<file path="src/rtl/clk_div_bank.sv">
// clk_div_bank: NUM_CH divided clocks from clock, each with a one-cycle tick on every toggle and a glitch-free runtime divisor.
// Latency: all outputs registered; a divisor write shows on pending one edge later and applies at the channel's next terminal count.
// Backpressure: none; the last write before application wins. Optional CLKDIV_SYNC_EN makes sync realign all channel phases.
module clk_div_bank #(
    parameter int NUM_CH      = 2,
    parameter int DIV_W       = 8,
    parameter int DEFAULT_DIV = 51,
    localparam int CH_W       = (NUM_CH > 1) ? $clog2(NUM_CH) : 1
) (
    input  logic              clock,
    input  logic              reset,
    input  logic [NUM_CH-1:0] en,
    input  logic              load_valid,
    input  logic [CH_W-1:0]   load_ch,
    input  logic [DIV_W-1:0]  load_div,
    input  logic              sync,
    output logic [NUM_CH-1:0] clk_out,
    output logic [NUM_CH-1:0] tick,
    output logic [NUM_CH-1:0] pending
);

    logic [DIV_W-1:0]  cnt   [NUM_CH];
    logic [DIV_W-1:0]  div_q [NUM_CH];
    logic [DIV_W-1:0]  div_p [NUM_CH];
    logic [NUM_CH-1:0] stop, term, sel, apply;
    logic              sync_hit;

`ifdef CLKDIV_SYNC_EN
    assign sync_hit = sync;
`else
    logic unused_sync;
    assign unused_sync = sync;
    assign sync_hit    = 1'b0;
`endif

    // A stopped channel (disabled, zero divisor or realigned) takes a queued divisor at once.
    always_comb begin
        stop  = '0;
        term  = '0;
        sel   = '0;
        apply = '0;
        for (int i = 0; i < NUM_CH; i++) begin
            stop[i]  = sync_hit || !en[i] || (div_q[i] == '0);
            term[i]  = !stop[i] && (cnt[i] == div_q[i] - DIV_W'(1));
            sel[i]   = load_valid && (32'(load_ch) == i);
            apply[i] = pending[i] && (stop[i] || term[i]);
        end
    end

    always_ff @(posedge clock) begin
        if (reset) begin
            for (int i = 0; i < NUM_CH; i++) begin
                cnt[i]   <= '0;
                div_q[i] <= DIV_W'(DEFAULT_DIV);
                div_p[i] <= DIV_W'(DEFAULT_DIV);
            end
            clk_out <= '0;
            tick    <= '0;
            pending <= '0;
        end else begin
            for (int i = 0; i < NUM_CH; i++) begin
                if (stop[i]) begin
                    cnt[i]     <= '0;
                    clk_out[i] <= 1'b0;
                    tick[i]    <= 1'b0;
                end else if (term[i]) begin
                    cnt[i]     <= '0;
                    clk_out[i] <= ~clk_out[i];
                    tick[i]    <= 1'b1;
                end else begin
                    cnt[i]     <= cnt[i] + DIV_W'(1);
                    tick[i]    <= 1'b0;
                end

                // The old queued value lands in div_q while a same-cycle write queues the new one.
                if (apply[i]) begin
                    div_q[i] <= div_p[i];
                end
                if (sel[i]) begin
                    div_p[i]   <= load_div;
                    pending[i] <= 1'b1;
                end else if (apply[i]) begin
                    pending[i] <= 1'b0;
                end
            end
        end
    end

endmodule

</file>
<file path="config.mk">
export PLATFORM = sky130hd
export DESIGN_NAME = clk_div_bank
export DESIGN_NICKNAME = d
export VERILOG_FILES = /design/src/rtl/clk_div_bank.sv
export SDC_FILE = /design/constraint.sdc
export NUM_CORES = 1
export LEC_CHECK = 0
export CORE_MARGIN = 5
export CORE_UTILIZATION = 50
export CTS_BUF_LIST = sky130_fd_sc_hd__clkbuf_8
export DETAILED_ROUTE_END_ITERATION = 8
export HOLD_SLACK_MARGIN = 0.08
export PLACE_DENSITY_LB_ADDON = 0.12
export REMOVE_ABC_BUFFERS = 1
export SLEW_MARGIN = 25
export SYNTH_ARGS = -nofsm -noshare
export SYNTH_HDL_FRONTEND = slang
export SYNTH_SLANG_ARGS = --single-unit
</file>
<file path="constraint.sdc">
create_clock -name clock -period 7.2 [get_ports clock]
set_input_delay 2.16 -clock clock [delete_from_list [all_inputs] [get_ports clock]]
set_output_delay 2.16 -clock clock [all_outputs]
set_load 0.03 [all_outputs]
</file>
# Word level (Yosys, flattened, before mapping)
# Memory sizes are Yosys's and may differ from the RTL's.
# Index checks and enable logic that the tools add are counted.
dict set report op_classes {
  n_addsub 4
  mul 0
  div 0
  n_lt_le_gt_ge 0
  eq_ne 2
  n_shift 0
  mux 50
  n_bitwise 13
  n_reduce_logical 20
}
# cell count
set ops {}
lappend ops {{$mux 8} 10}
lappend ops {{$mux 1} 40}
lappend ops {{$add 8x1->8 const B} 2}
lappend ops {{$eq 8x8->1} 2}
lappend ops {{$logic_not 8->1} 2}
lappend ops {{$sub 8x1->8 const B} 2}
lappend ops {{$or 1x1->1} 10}
lappend ops {{$logic_and 1x1->1} 6}
lappend ops {{$logic_not 1->1} 4}
lappend ops {{$logic_or 1x1->1} 4}
lappend ops {{$reduce_bool 2->1} 2}
lappend ops {{$reduce_or 2->1} 2}
lappend ops {{$not 1->1} 3}
dict set report totals {
  regBits 6
  latch_bits 0
  ram_bits 48
  mem_bits_ro 0
  output_inout_bits 6
  n_memories 3
}
# memory depth word_bits read_ports rd_clocked_by_memory_dff write_ports line
set memory_table {}
lappend memory_table {cnt 2 8 2 0 2 22} ;# logic [DIV_W-1:0] cnt [NUM_CH];
lappend memory_table {div_p 2 8 2 0 2 24} ;# logic [DIV_W-1:0] div_p [NUM_CH];
lappend memory_table {div_q 2 8 2 0 2 23} ;# logic [DIV_W-1:0] div_q [NUM_CH];

# Longest topological paths before layout
# An unclocked memory read counts as a cell.
dict set report depth {
  word_depth 11
  depth_mapped 9
  depth_no_buf 8
}

# Worst setup path before layout
# No wires, ideal clock.
dict set report synth_path {
  path_kind {input-to-reg}
  from {in en[1]}
  to {mem div_q[1][2], in the netlist div_q[0][10] (data pin)}
  arrival_time_ns 3.024
  required_ns 6.944
  setup_slack_ns 3.920
  stages 5
  n_path_buf 1
  path_cell_list {o21ai_0 -> a41oi_2 -> o32ai_4 -> buf_6 -> and2_2}
}
# element line
set synth_lines {}
lappend synth_lines {{start, declared} 12} ;# input logic [NUM_CH-1:0] en,
lappend synth_lines {{end, declared} 23}

==> flow_summary.html <==
<table>
<tr><th>Metric</th><th>Value</th></tr>
<tr><th colspan="2">Run status</th></tr>
<tr><td>Status</td><td>finished, final reports clean</td></tr>
<tr><th colspan="2">Timing</th></tr>
<tr><td>Hold slack final</td><td>0.506 ns</td></tr>
<tr><td>Shortest clock period the worst path allows after layout</td><td>3.62 ns</td></tr>
<tr><td>Remaining max-slew budget at the tightest pin</td><td>55.2%</td></tr>
<tr><td>Timing-limited maximum frequency</td><td>277 MHz</td></tr>
<tr><td>Worst setup skew after layout</td><td>0.00496 ns</td></tr>
<tr><td>Slew of the pin with the lowest slew margin</td><td>0.671 ns</td></tr>
<tr><td>Final worst path period share</td><td>50.2%</td></tr>
<tr><td>Final hold vios</td><td>0</td></tr>
<tr><td>RSZ-0062 raised after global routing</td><td>false</td></tr>
<tr><td>Count of pins over their slew limit</td><td>0</td></tr>
<tr><td>Setup violation total in the final timing report</td><td>0</td></tr>
<tr><td>Final TNS setup</td><td>0 ns</td></tr>
<tr><th colspan="2">Final layout</th></tr>
<tr><td>Area growth from synthesis to layout</td><td>14.7%</td></tr>
<tr><td>Number of diodes added for antenna fixing</td><td>0</td></tr>
<tr><td>Proportion of layout cells with a drive suffix above 1</td><td>8.71%</td></tr>
<tr><td>Leading cell types in the layout, fill and taps excluded</td><td>sky130_fd_sc_hd__edfxtp_1, sky130_fd_sc_hd__xnor2_1, sky130_fd_sc_hd__nor2_1, sky130_fd_sc_hd__clkdlybuf4s50_1, sky130_fd_sc_hd__conb_1</td></tr>
<tr><td>Fill cell total of the finished layout</td><td>467</td></tr>
<tr><td>NumNets Final</td><td>282</td></tr>
<tr><td>Utilization after layout</td><td>58.2%</td></tr>
<tr><td>Non-filler cells, final</td><td>336</td></tr>
<tr><td>Most common cell after layout, fill and taps aside</td><td>sky130_fd_sc_hd__edfxtp_1</td></tr>
<tr><th colspan="2">Die</th></tr>
<tr><td>Die area</td><td>7100 um2</td></tr>
<tr><td>Placement row count</td><td>27</td></tr>
<tr><td>Initial standard-cell utilization of the core</td><td>50.7%</td></tr>
<tr><td>Placeable core area</td><td>5440 um2</td></tr>
<tr><td>Boundary Pins</td><td>21</td></tr>
<tr><td>Height of the die</td><td>84.3 um</td></tr>
<tr><td>Overall die width</td><td>84.3 um</td></tr>
<tr><th colspan="2">Critical path</th></tr>
<tr><td>Worst setup path category</td><td>input port to register</td></tr>
<tr><td>Critical-path maximum fanout</td><td>16</td></tr>
<tr><td>Required time worst endpoint</td><td>7.24 ns</td></tr>
<tr><td>Largest stage delay on the critical path</td><td>0.68 ns</td></tr>
<tr><td>Chain of cells forming the critical path</td><td>clkdlybuf4s50_1, o32ai_4, nand2b_1</td></tr>
<tr><td>CP top delay family</td><td>buffers and inverters</td></tr>
<tr><td>Crit path arrival time</td><td>3.65 ns</td></tr>
<tr><td>Slowest-stage cell, CP</td><td>sky130_fd_sc_hd__clkdlybuf4s50_1</td></tr>
<tr><td>Element type at the critical path end</td><td>register</td></tr>
<tr><td>Critical Path Start Type</td><td>input port</td></tr>
<tr><td>Critical path buffers and inverters</td><td>1</td></tr>
<tr><th colspan="2">Drt</th></tr>
<tr><td>Avg Vias per Cell</td><td>5.07</td></tr>
<tr><td>Drt total wl</td><td>4500 um</td></tr>
<tr><td>Final routed wire length divided by cell count</td><td>13.4 um</td></tr>
<tr><td>Count of TritonRoute iterations in the first routing pass</td><td>4</td></tr>
<tr><td>Remaining design rule violation count</td><td>0</td></tr>
<tr><td>Number of antenna-violating nets in the routed design</td><td>0</td></tr>
<tr><td>Initial drt markers</td><td>108</td></tr>
<tr><td>Via count</td><td>1,704</td></tr>
<tr><th colspan="2">Clock tree</th></tr>
<tr><td>CTS tree</td><td>done</td></tr>
<tr><td>Clk_lat worst skew</td><td>0.31 ns</td></tr>
<tr><td>CTS root buffer</td><td>sky130_fd_sc_hd__clkbuf_8</td></tr>
<tr><td>Total number of clock tree sinks</td><td>54</td></tr>
<tr><td>Clock-pin slew on the worst setup and hold paths</td><td>0.10 ns</td></tr>
<tr><td>Number of gates given a new drive strength after cts</td><td>0</td></tr>
<tr><td>Number of setup buffers added after CTS</td><td>0</td></tr>
<tr><td>Maximum level of the CTS H-tree</td><td>2</td></tr>
<tr><td>Cts hold-fix bufs</td><td>0</td></tr>
<tr><td>Max Buffers Root-to-Sink</td><td>2</td></tr>
<tr><td>Num CTS Buffers</td><td>5</td></tr>
<tr><th colspan="2">Global route</th></tr>
<tr><td>Maximum number of pins on one net before global-route repair</td><td>19</td></tr>
<tr><td>Number of global-route vias before repair</td><td>1,614</td></tr>
<tr><td>Total global routing track utilization</td><td>13.7%</td></tr>
<tr><td>Total congestion overflow</td><td>0</td></tr>
<tr><td>Initial antenna violation count</td><td>0</td></tr>
<tr><td>First-pass GRT wire length</td><td>7780 um</td></tr>
<tr><th colspan="2">Synthesis</th></tr>
<tr><td>Number of instances in the synthesized netlist</td><td>226</td></tr>
<tr><td>Main synth FF type</td><td>sky130_fd_sc_hd__edfxtp_1</td></tr>
<tr><td>Register bit count reported by yosys</td><td>54</td></tr>
<tr><td>Share of flip-flops with an asynchronous set or reset after synthesis</td><td>0%</td></tr>
<tr><td>Top cells by area, synth</td><td>sky130_fd_sc_hd__edfxtp_1, sky130_fd_sc_hd__xnor2_1, sky130_fd_sc_hd__xor2_1, sky130_fd_sc_hd__dfxtp_1, sky130_fd_sc_hd__nand2b_1</td></tr>
<tr><td>Synth Cell Area</td><td>2760 um2</td></tr>
<tr><td>Count of unique library cells instantiated by Yosys</td><td>51</td></tr>
<tr><td>Fraction of the yosys area taken by sequential cells</td><td>56.6%</td></tr>
<tr><td>Cell type with the largest total area after synthesis</td><td>sky130_fd_sc_hd__edfxtp_1</td></tr>
<tr><td>Synthesized area per cell</td><td>12.2 um2</td></tr>
<tr><td>Warning count from the yosys run</td><td>0</td></tr>
<tr><td>Count of flip-flops with a built-in enable after synthesis</td><td>48</td></tr>
<tr><td>Share of the synthesized area in the top cell type</td><td>52.3%</td></tr>
<tr><th colspan="2">Job</th></tr>
<tr><td>Total of max-cap violations</td><td>0</td></tr>
<tr><th colspan="2">Placed design</th></tr>
<tr><td>Detailed placer's ending HPWL</td><td>3490 um</td></tr>
<tr><td>Global placer's final weighted congestion</td><td>0.750</td></tr>
<tr><td>Buffers added on ports</td><td>19</td></tr>
<tr><td>Placed cell count</td><td>328</td></tr>
<tr><th colspan="2">Pwr</th></tr>
<tr><td>Internal cell power</td><td>459 uW</td></tr>
<tr><td>Share of power burned in combinational logic</td><td>9.3%</td></tr>
<tr><td>Net Sw Power</td><td>148 uW</td></tr>
<tr><td>Static leakage power</td><td>0.00111 uW</td></tr>
<tr><td>Peak ir drop on the vdd network</td><td>0.131 mV</td></tr>
<tr><td>Clock share of power</td><td>29.0%</td></tr>
<tr><td>Power Dens Cells</td><td>192 nW/um2</td></tr>
<tr><td>Portion of total power attributed to sequential cells</td><td>61.7%</td></tr>
<tr><td>Sw Share</td><td>24.4%</td></tr>
<tr><th colspan="2">Hold path</th></tr>
<tr><td>Worst min-delay path class</td><td>register to register</td></tr>
</table>
-- synthesized netlist by cell type, types with 2 or more instances --
master and count:
sky130_fd_sc_hd__o21bai_1 2, sky130_fd_sc_hd__nand2_1 3, sky130_fd_sc_hd__o311ai_0 2, sky130_fd_sc_hd__xor2_1 14
sky130_fd_sc_hd__or3_1 2, sky130_fd_sc_hd__and2_2 7, sky130_fd_sc_hd__edfxtp_1 48, sky130_fd_sc_hd__nand4_1 3
sky130_fd_sc_hd__and2_1 5, sky130_fd_sc_hd__dfxtp_1 6, sky130_fd_sc_hd__nor4b_1 2, sky130_fd_sc_hd__clkbuf_1 3
sky130_fd_sc_hd__xnor2_1 19, sky130_fd_sc_hd__nor3b_1 2, sky130_fd_sc_hd__and3_1 5, sky130_fd_sc_hd__nand3_1 11
sky130_fd_sc_hd__ha_1 4, sky130_fd_sc_hd__nand2b_1 15, sky130_fd_sc_hd__nor2_1 19, sky130_fd_sc_hd__nor2b_1 3
sky130_fd_sc_hd__o22ai_1 2, sky130_fd_sc_hd__nor3_1 6, sky130_fd_sc_hd__inv_1 12, sky130_fd_sc_hd__a21o_1 3
sky130_fd_sc_hd__o21ai_0 2
-- worst paths after layout --
kind                      from      endpoint  slack, ns  cells past startpoint
setup / recovery         reset   div_q[0][9]       3.58                      3
hold / removal     div_p[0][4]   div_q[0][4]       0.51                      1
setup reg to reg  div_q[0][10]  div_q[0][13]       4.18                      5
hold reg to reg    div_p[0][4]   div_q[0][4]       0.51                      1
-- metal layers --
metal / GRT usage, % / vias to the layer above / wire (um)
li1: - / 877 / -
met1: 19.7 / 776 / 2250
met2: 20.9 / 46 / 1950
met3: 2.45 / 5 / 244
met4: 4.82 / 0 / 54
met5: 0 / - / 0
-- cell type report --
type                       count  area [um2]  area share [%]
clock inverter                 3        23.8           0.751
sequential                    54        1560            49.3
clock buffer                   5        68.8            2.17
timing repair buffer          19         190            6.01
tap                           72        90.1            2.85
inverter                      12        45.0            1.42
multi-input combinational    171        1180            37.4
-- metrics by stage --
step                setup WS (ns)  power [uW]  cell area [um2]
floorplan                    3.94         417             2790
global placement             3.28         438             3070
detailed placement           3.25         439             3070
CTS                          3.58         613             3160
global route                 3.48         634             3160
finish                       3.58         607             3160
-- cell families (layout without fill, tap and decap cells) --
| logic type | Yosys count | count (layout) | share of synthesized area, % |
|---|---|---|---|
| and+or+nand+nor | 93 | 93 | 19.8 |
| DFF | 54 | 54 | 56.6 |
| xor gates and xnor gates | 33 | 33 | 10.5 |
| AOI/OAI and AO/OA | 25 | 25 | 8.67 |
| buffers and inverters | 16 | 39 | 2.45 |
| adders and majority gates | 4 | 4 | 1.81 |
| other | 1 | 16 | 0.136 |
-- sequential cells by signal, indices dropped and copies added, names as in the netlist --
| signal | flops |
|---|---|
| div_q | 16 |
| pending | 2 |
| tick | 2 |
| clk_out | 2 |
| cnt | 16 |
| div_p | 16 |
-- worst register-to-register path: stages (launching register included) --
cell and delay, ns:
sky130_fd_sc_hd__edfxtp_1 0.52, sky130_fd_sc_hd__or4_4 0.56, sky130_fd_sc_hd__or3_4 0.39, sky130_fd_sc_hd__a2111oi_4 0.40
sky130_fd_sc_hd__a41oi_2 0.21, sky130_fd_sc_hd__o21bai_1 0.58
-- power by group through the flow --
stage               combinational (uW)  clock [uW]  sequential (uW)
floorplan                         38.8           0              378
global placement                  56.2           0              381
detailed placement                56.9           0              382
CTS                               57.1         182              375
global route                      63.7         193              377
finish                            56.7         176              375
(Power assumes the default switching activity.)
